$ cat src/rtl/ram_dump_pkg.sv
// Shared definitions for the RAM dump streamer: FSM states and default widths.
package ram_dump_pkg;

  localparam int unsigned ADDR_W_DEF = 16;
  localparam int unsigned DATA_W_DEF = 16;

  typedef enum logic [2:0] {
    IDLE = 3'd0,
    READ = 3'd1,
    CAPT = 3'd2,
    SEND = 3'd3,
    FIN  = 3'd4
  } state_e;

endpackage

$ cat src/rtl/ram_dump.sv
// RAM dump streamer: reads an inclusive, possibly wrapping address range from a
// synchronous single-port RAM and offers each word on a valid/ready stream.
module ram_dump
  import ram_dump_pkg::*;
#(
  parameter int unsigned ADDR_W = ADDR_W_DEF,
  parameter int unsigned DATA_W = DATA_W_DEF
) (
  input  logic              clk,
  input  logic              reset,
  input  logic              start,
  input  logic [ADDR_W-1:0] first_addr,
  input  logic [ADDR_W-1:0] last_addr,
  input  logic              abort,
  output logic              ram_cen,
  output logic              ram_wen,
  output logic [ADDR_W-1:0] ram_addr,
  input  logic [DATA_W-1:0] ram_out,
  output logic              tx_valid,
  input  logic              tx_ready,
  output logic [DATA_W-1:0] tx_data,
  output logic              tx_last,
  output logic              busy,
  output logic              done
);

  state_e            state_q, state_d;
  logic [ADDR_W-1:0] cur_addr_q, cur_addr_d;
  logic [ADDR_W-1:0] end_addr_q, end_addr_d;
  logic [ADDR_W-1:0] ram_addr_q, ram_addr_d;
  logic [DATA_W-1:0] tx_data_q, tx_data_d;
  logic              ram_cen_q, ram_cen_d;
  logic              tx_valid_q, tx_valid_d;
  logic              tx_last_q, tx_last_d;
  logic              busy_q, busy_d;
  logic              done_q, done_d;

  // Next-state, datapath and output decode; outputs are registered from state_d
  always_comb begin
    state_d    = state_q;
    cur_addr_d = cur_addr_q;
    end_addr_d = end_addr_q;
    tx_data_d  = tx_data_q;
    ram_addr_d = ram_addr_q;

    case (state_q)
      IDLE: begin
        if (start) begin
          cur_addr_d = first_addr;
          end_addr_d = last_addr;
          state_d    = READ;
        end
      end
      READ: state_d = CAPT;
      CAPT: begin
        tx_data_d = ram_out;
        state_d   = SEND;
      end
      SEND: begin
        if (tx_ready) begin
          if (cur_addr_q == end_addr_q) begin
            state_d = FIN;
          end else begin
            cur_addr_d = cur_addr_q + ADDR_W'(1);
            state_d    = READ;
          end
        end
      end
      FIN:     state_d = IDLE;
      default: state_d = IDLE;
    endcase

    // Abort overrides any progress, including a transfer in the same cycle
    if (abort && (state_q != IDLE)) begin
      state_d = IDLE;
    end

    ram_cen_d  = (state_d == READ);
    if (ram_cen_d) begin
      ram_addr_d = cur_addr_d;
    end
    tx_valid_d = (state_d == SEND);
    tx_last_d  = tx_valid_d && (cur_addr_d == end_addr_d);
    busy_d     = (state_d != IDLE);
    done_d     = (state_d == FIN);
  end

  // State and output registers with synchronous reset
  always_ff @(posedge clk) begin
    if (reset) begin
      state_q    <= IDLE;
      cur_addr_q <= '0;
      end_addr_q <= '0;
      ram_addr_q <= '0;
      tx_data_q  <= '0;
      ram_cen_q  <= 1'b0;
      tx_valid_q <= 1'b0;
      tx_last_q  <= 1'b0;
      busy_q     <= 1'b0;
      done_q     <= 1'b0;
    end else begin
      state_q    <= state_d;
      cur_addr_q <= cur_addr_d;
      end_addr_q <= end_addr_d;
      ram_addr_q <= ram_addr_d;
      tx_data_q  <= tx_data_d;
      ram_cen_q  <= ram_cen_d;
      tx_valid_q <= tx_valid_d;
      tx_last_q  <= tx_last_d;
      busy_q     <= busy_d;
      done_q     <= done_d;
    end
  end

  assign ram_cen  = ram_cen_q;
  assign ram_wen  = 1'b0;
  assign ram_addr = ram_addr_q;
  assign tx_valid = tx_valid_q;
  assign tx_data  = tx_data_q;
  assign tx_last  = tx_last_q;
  assign busy     = busy_q;
  assign done     = done_q;

endmodule

$ cat config.mk
export PLATFORM = sky130hd
export DESIGN_NAME = ram_dump
export DESIGN_NICKNAME = d
export VERILOG_FILES = /design/src/rtl/ram_dump_pkg.sv /design/src/rtl/ram_dump.sv
export SDC_FILE = /design/constraint.sdc
export NUM_CORES = 1
export LEC_CHECK = 0
export CORE_MARGIN = 8
export CORE_UTILIZATION = 50
export DETAILED_ROUTE_END_ITERATION = 6
export PLACE_DENSITY_LB_ADDON = 0.05
export SLEW_MARGIN = 5
export SYNTH_ARGS = -nofsm -noshare
export SYNTH_HDL_FRONTEND = slang
export SYNTH_SLANG_ARGS = --single-unit
$ cat constraint.sdc
create_clock -name clk -period 3.7 [get_ports clk]
set_clock_uncertainty 0.15 [all_clocks]
set_input_delay 0.74 -clock clk [delete_from_list [all_inputs] [get_ports clk]]
set_output_delay 0.74 -clock clk [all_outputs]
set_load 0.02 [all_outputs]
==> results.py <==
metrics = {
    "setup_path": {
        "rr_worst_depth": 8,
        "crit_family": "simple AND/OR/NAND/NOR gates",
        "cp.arrival_ps": 3680,
        "worstSetupPathType": "in -> reg",
        "r2r_end": "tx_last$_SDFF_PP0_",
        "crit_required_ps": 3820,
        "critPathBufInv": 1,
        "path_cells": "clkdlybuf4s50_1 > or4b_1 > o22ai_1 > o311ai_1 > a2111oi_1 > nand4_1 > or4_4 > nor4_2",
        "reg2reg_from": "state_q[0]$_SDFF_PP0_",
        "cp-end-kind": "register",
        "cpPeakStageDelay_ps": 580,
        "cp_max_fo": 5,
        "reg2reg_setup_slack_ps": 380,
        "cp_slowest_cell": "clkdlybuf4s50_1",
        "start_kind": "primary input",
    },
    "clock_network": {
        "root_buffer": "clkbuf_8",
        "htree_levels": 3,
        "clk_latency_ps": 350,
        "cts_buffers": 9,
        "cts_tree": "done",
        "clock-sinks": 72,
        "clkTransAtPathRegs_ps": 80,
        "clockBufferDepth": 2,
    },
    "detailed_routing": {
        "wl_per_cell_um": 18.5,
        "via_per_inst": 5.75,
        "drc": 0,
        "drtIter0Drc": 305,
        "ant_nets": 0,
        "firstDrtPassIters": 4,
        "route.vias.total": 3865,
        "drt-total-wl_um": 12400,
    },
    "finish": {
        "postLayoutCellArea_um2": 5150,
        "layout.area.seq_um2": 1440,
        "layout.nets": 622,
        "multi_input_area_um2": 2160,
        "drive_gt1_share_pct": 12.0,
        "num-fill-cells": 628,
        "n_antenna_cell": 0,
        "area_growth_pct": 36.5,
    },
    "pwr": {
        "ir_drop_v": 0.000333,
        "p_leak_nw": 1.99,
        "power.density_nw_per_um2": 397,
        "power_mw": 2.04,
    },
    "floorplan": {
        "num_rows": 31,
        "start_util_pct": 51.8,
        "coreArea_um2": 7290,
        "die_h_um": 103,
        "io_pins": 91,
        "dieWidth_um": 103,
        "die_area_um2": 10600,
    },
    "sta": {
        "fmax_mhz": 281,
        "setup_viol": 0,
        "rsz0062_at_grt": "no",
        "max_slew.worst_pin.slew_ps": 688,
        "drv_slew": 0,
        "fin_crit_ps": 3560,
        "min_period_over_period_pct": 96.2,
        "hold_viol_final": 0,
        "relSlewSlack_pct": 54.1,
    },
    "global_route": {
        "grt_pass1_wl_um": 19800,
        "grt_pass1_vias": 3828,
        "grt_use_total_pct": 24.3,
        "grt_max_degree": 69,
        "antenna_found_initial": 0,
        "overflow": 0,
    },
    "logic_synthesis": {
        "ys_seq_elements": 72,
        "synth.distinct_cells": 65,
        "syn-instance-count": 465,
        "netlist_area_um2": 3770,
        "synth_ff_type": "dfxtp_1",
        "avgSynthCellArea_um2": 8.12,
        "async_reset_ff_share_pct": 0,
        "synth_warnings": 0,
        "ys_seq_area_share_pct": 38.2,
        "synth_edf_count": 0,
        "synth_nets": 519,
    },
    "min_path": {
        "holdPathStages": 2,
        "hp-start": "tx_data[0]$_SDFFE_PP0N_",
        "hp-class": "reg -> reg",
        "min_delay_worst_endpoint": "tx_data[0]$_SDFFE_PP0N_",
    },
    "status": {
        "status": "finished clean",
    },
    "placement": {
        "dpl-instance-area_um2": 4910,
        "gp_congestion": 0.915,
        "portBuffers": 89,
        "dp_hpwl_um": 9540,
    },
    "job": {
        "drv_cap": 0,
    },
}
## layer usage
layer	wire, um	up-vias	GRT usage [%]	share of wire, %
li1	-	1854	-	-
met1	5510	1801	31.9	44
met2	5580	188	37.0	45
met3	1140	22	6.28	9.2
met4	208	0	10.2	1.7
met5	0	-	0	0
## kinds of logic after synthesis
logic type / Yosys count / share of synthesized area, %
buffers and inverters: 40 / 4.71
AND/OR/NAND/NOR: 208 / 27.3
flip-flops: 72 / 38.2
XOR/XNOR: 27 / 6.27
AO/OA/AOI/OAI: 94 / 17.2
adder cells (fa/ha/maj): 1 / 0.332
multiplexers: 22 / 5.90
other: 1 / 0.0994
## Yosys cell counts, types with 2 or more instances
| cell | n | area, um^2 |
|---|---|---|
| or4_1 | 4 | 30.0 |
| nand2_1 | 63 | 236 |
| nor4_1 | 7 | 43.8 |
| o21bai_1 | 3 | 22.5 |
| buf_2 | 9 | 45.0 |
| nor2b_1 | 4 | 25.0 |
| nor3_1 | 12 | 60.1 |
| mux2i_1 | 20 | 200 |
| nor4b_1 | 2 | 17.5 |
| a221oi_1 | 2 | 17.5 |
| o21ai_0 | 8 | 40.0 |
| a21oi_1 | 29 | 145 |
| nand4_1 | 7 | 43.8 |
| and3_1 | 5 | 31.3 |
| and2_1 | 6 | 37.5 |
| nor2_1 | 70 | 263 |
| nor4_2 | 2 | 25.0 |
| a22oi_1 | 3 | 22.5 |
| nand3_1 | 3 | 15.0 |
| mux2_2 | 2 | 22.5 |
| and4_1 | 4 | 35.0 |
| or3_1 | 4 | 25.0 |
| a2111oi_0 | 2 | 17.5 |
| o211ai_1 | 2 | 15.0 |
| nor3b_1 | 4 | 30.0 |
| inv_1 | 2 | 7.51 |
| clkbuf_1 | 25 | 93.8 |
| o311a_1 | 4 | 40.0 |
| dfxtp_1 | 72 | 1440 |
| xor2_1 | 20 | 175 |
| xnor2_1 | 7 | 61.3 |
| o31ai_1 | 3 | 22.5 |
| a211oi_1 | 20 | 150 |
| o22ai_1 | 3 | 18.8 |
| or4b_1 | 2 | 20.0 |
## registers in the layout, summed over array words and instances (netlist names)
name,cells
tx_last,1
ram_cen,1
cur_addr_q,16
tx_valid,1
state_q,3
ram_addr,16
busy,1
done,1
end_addr_q,16
tx_data,16
## final cells by class
class	count	share of cell area [%]
Clock buffer	10	2.48
Clock inverter	6	1.80
Inverter	2	0.146
Multi-Input combinational cell	353	42.0
Sequential cell	72	28.0
Tap cell	99	2.41
Timing Repair Buffer	130	23.2
## per-stage QoR
stage          std cells  TNS, ps  setup slack (ps)  hold slack (ps)  utilization [%]
3_3_place_gp         654     -113              -113              291             67.4
2_1_floorplan        465        0               397              330                -
3_5_place_dp         654     -222              -222              297             67.4
5_1_grt              672        0              34.8              331             70.6
4_1_cts              670        0               132              309             70.4
6_report             672        0               140              307             70.6
## power breakdown
part | switching [mW] | leakage [nW] | internal, mW
clock | 0.310 | 0.103 | 0.383
sequential | 0.0466 | 0.590 | 0.825
combinational | 0.249 | 1.30 | 0.230
total | 0.606 | 1.99 | 1.44
## worst max-delay path by stage
stage / start / to / slack (ps) / cells after the start
floorplan: tx_ready / tx_last$_SDFF_PP0_ / 400 / 9
global placement: start / tx_last$_SDFF_PP0_ / -110 / 8
detailed placement: start / tx_last$_SDFF_PP0_ / -220 / 10
CTS: start / tx_last$_SDFF_PP0_ / 130 / 10
global route: start / tx_last$_SDFF_PP0_ / 30 / 8
finish: start / tx_last$_SDFF_PP0_ / 140 / 8
## tightest hold or removal path, cell delays in order (launching register included)
cell and delay [ps]:
dfxtp_1 310, nand2_1 50, a21oi_1 50
## cells in the final DEF (no fill, tap or decap), drive strengths merged, types with 9 or more instances in the layout
master	n
mux2i	20
a211oi	21
dfxtp	72
buf	42
nand2	63
nor3	12
nor2	70
nor4	9
a21oi	29
clkbuf	10
clkdlybuf4s50	88
xor2	20
## repair_timing
action | CTS | global route
resized for setup | 0 | 1
hold buffers | 0 | 0
buffers inserted | 0 | 2
endpoints found under the setup margin | 0 | 1
Power figures use the tool's default switching activity.
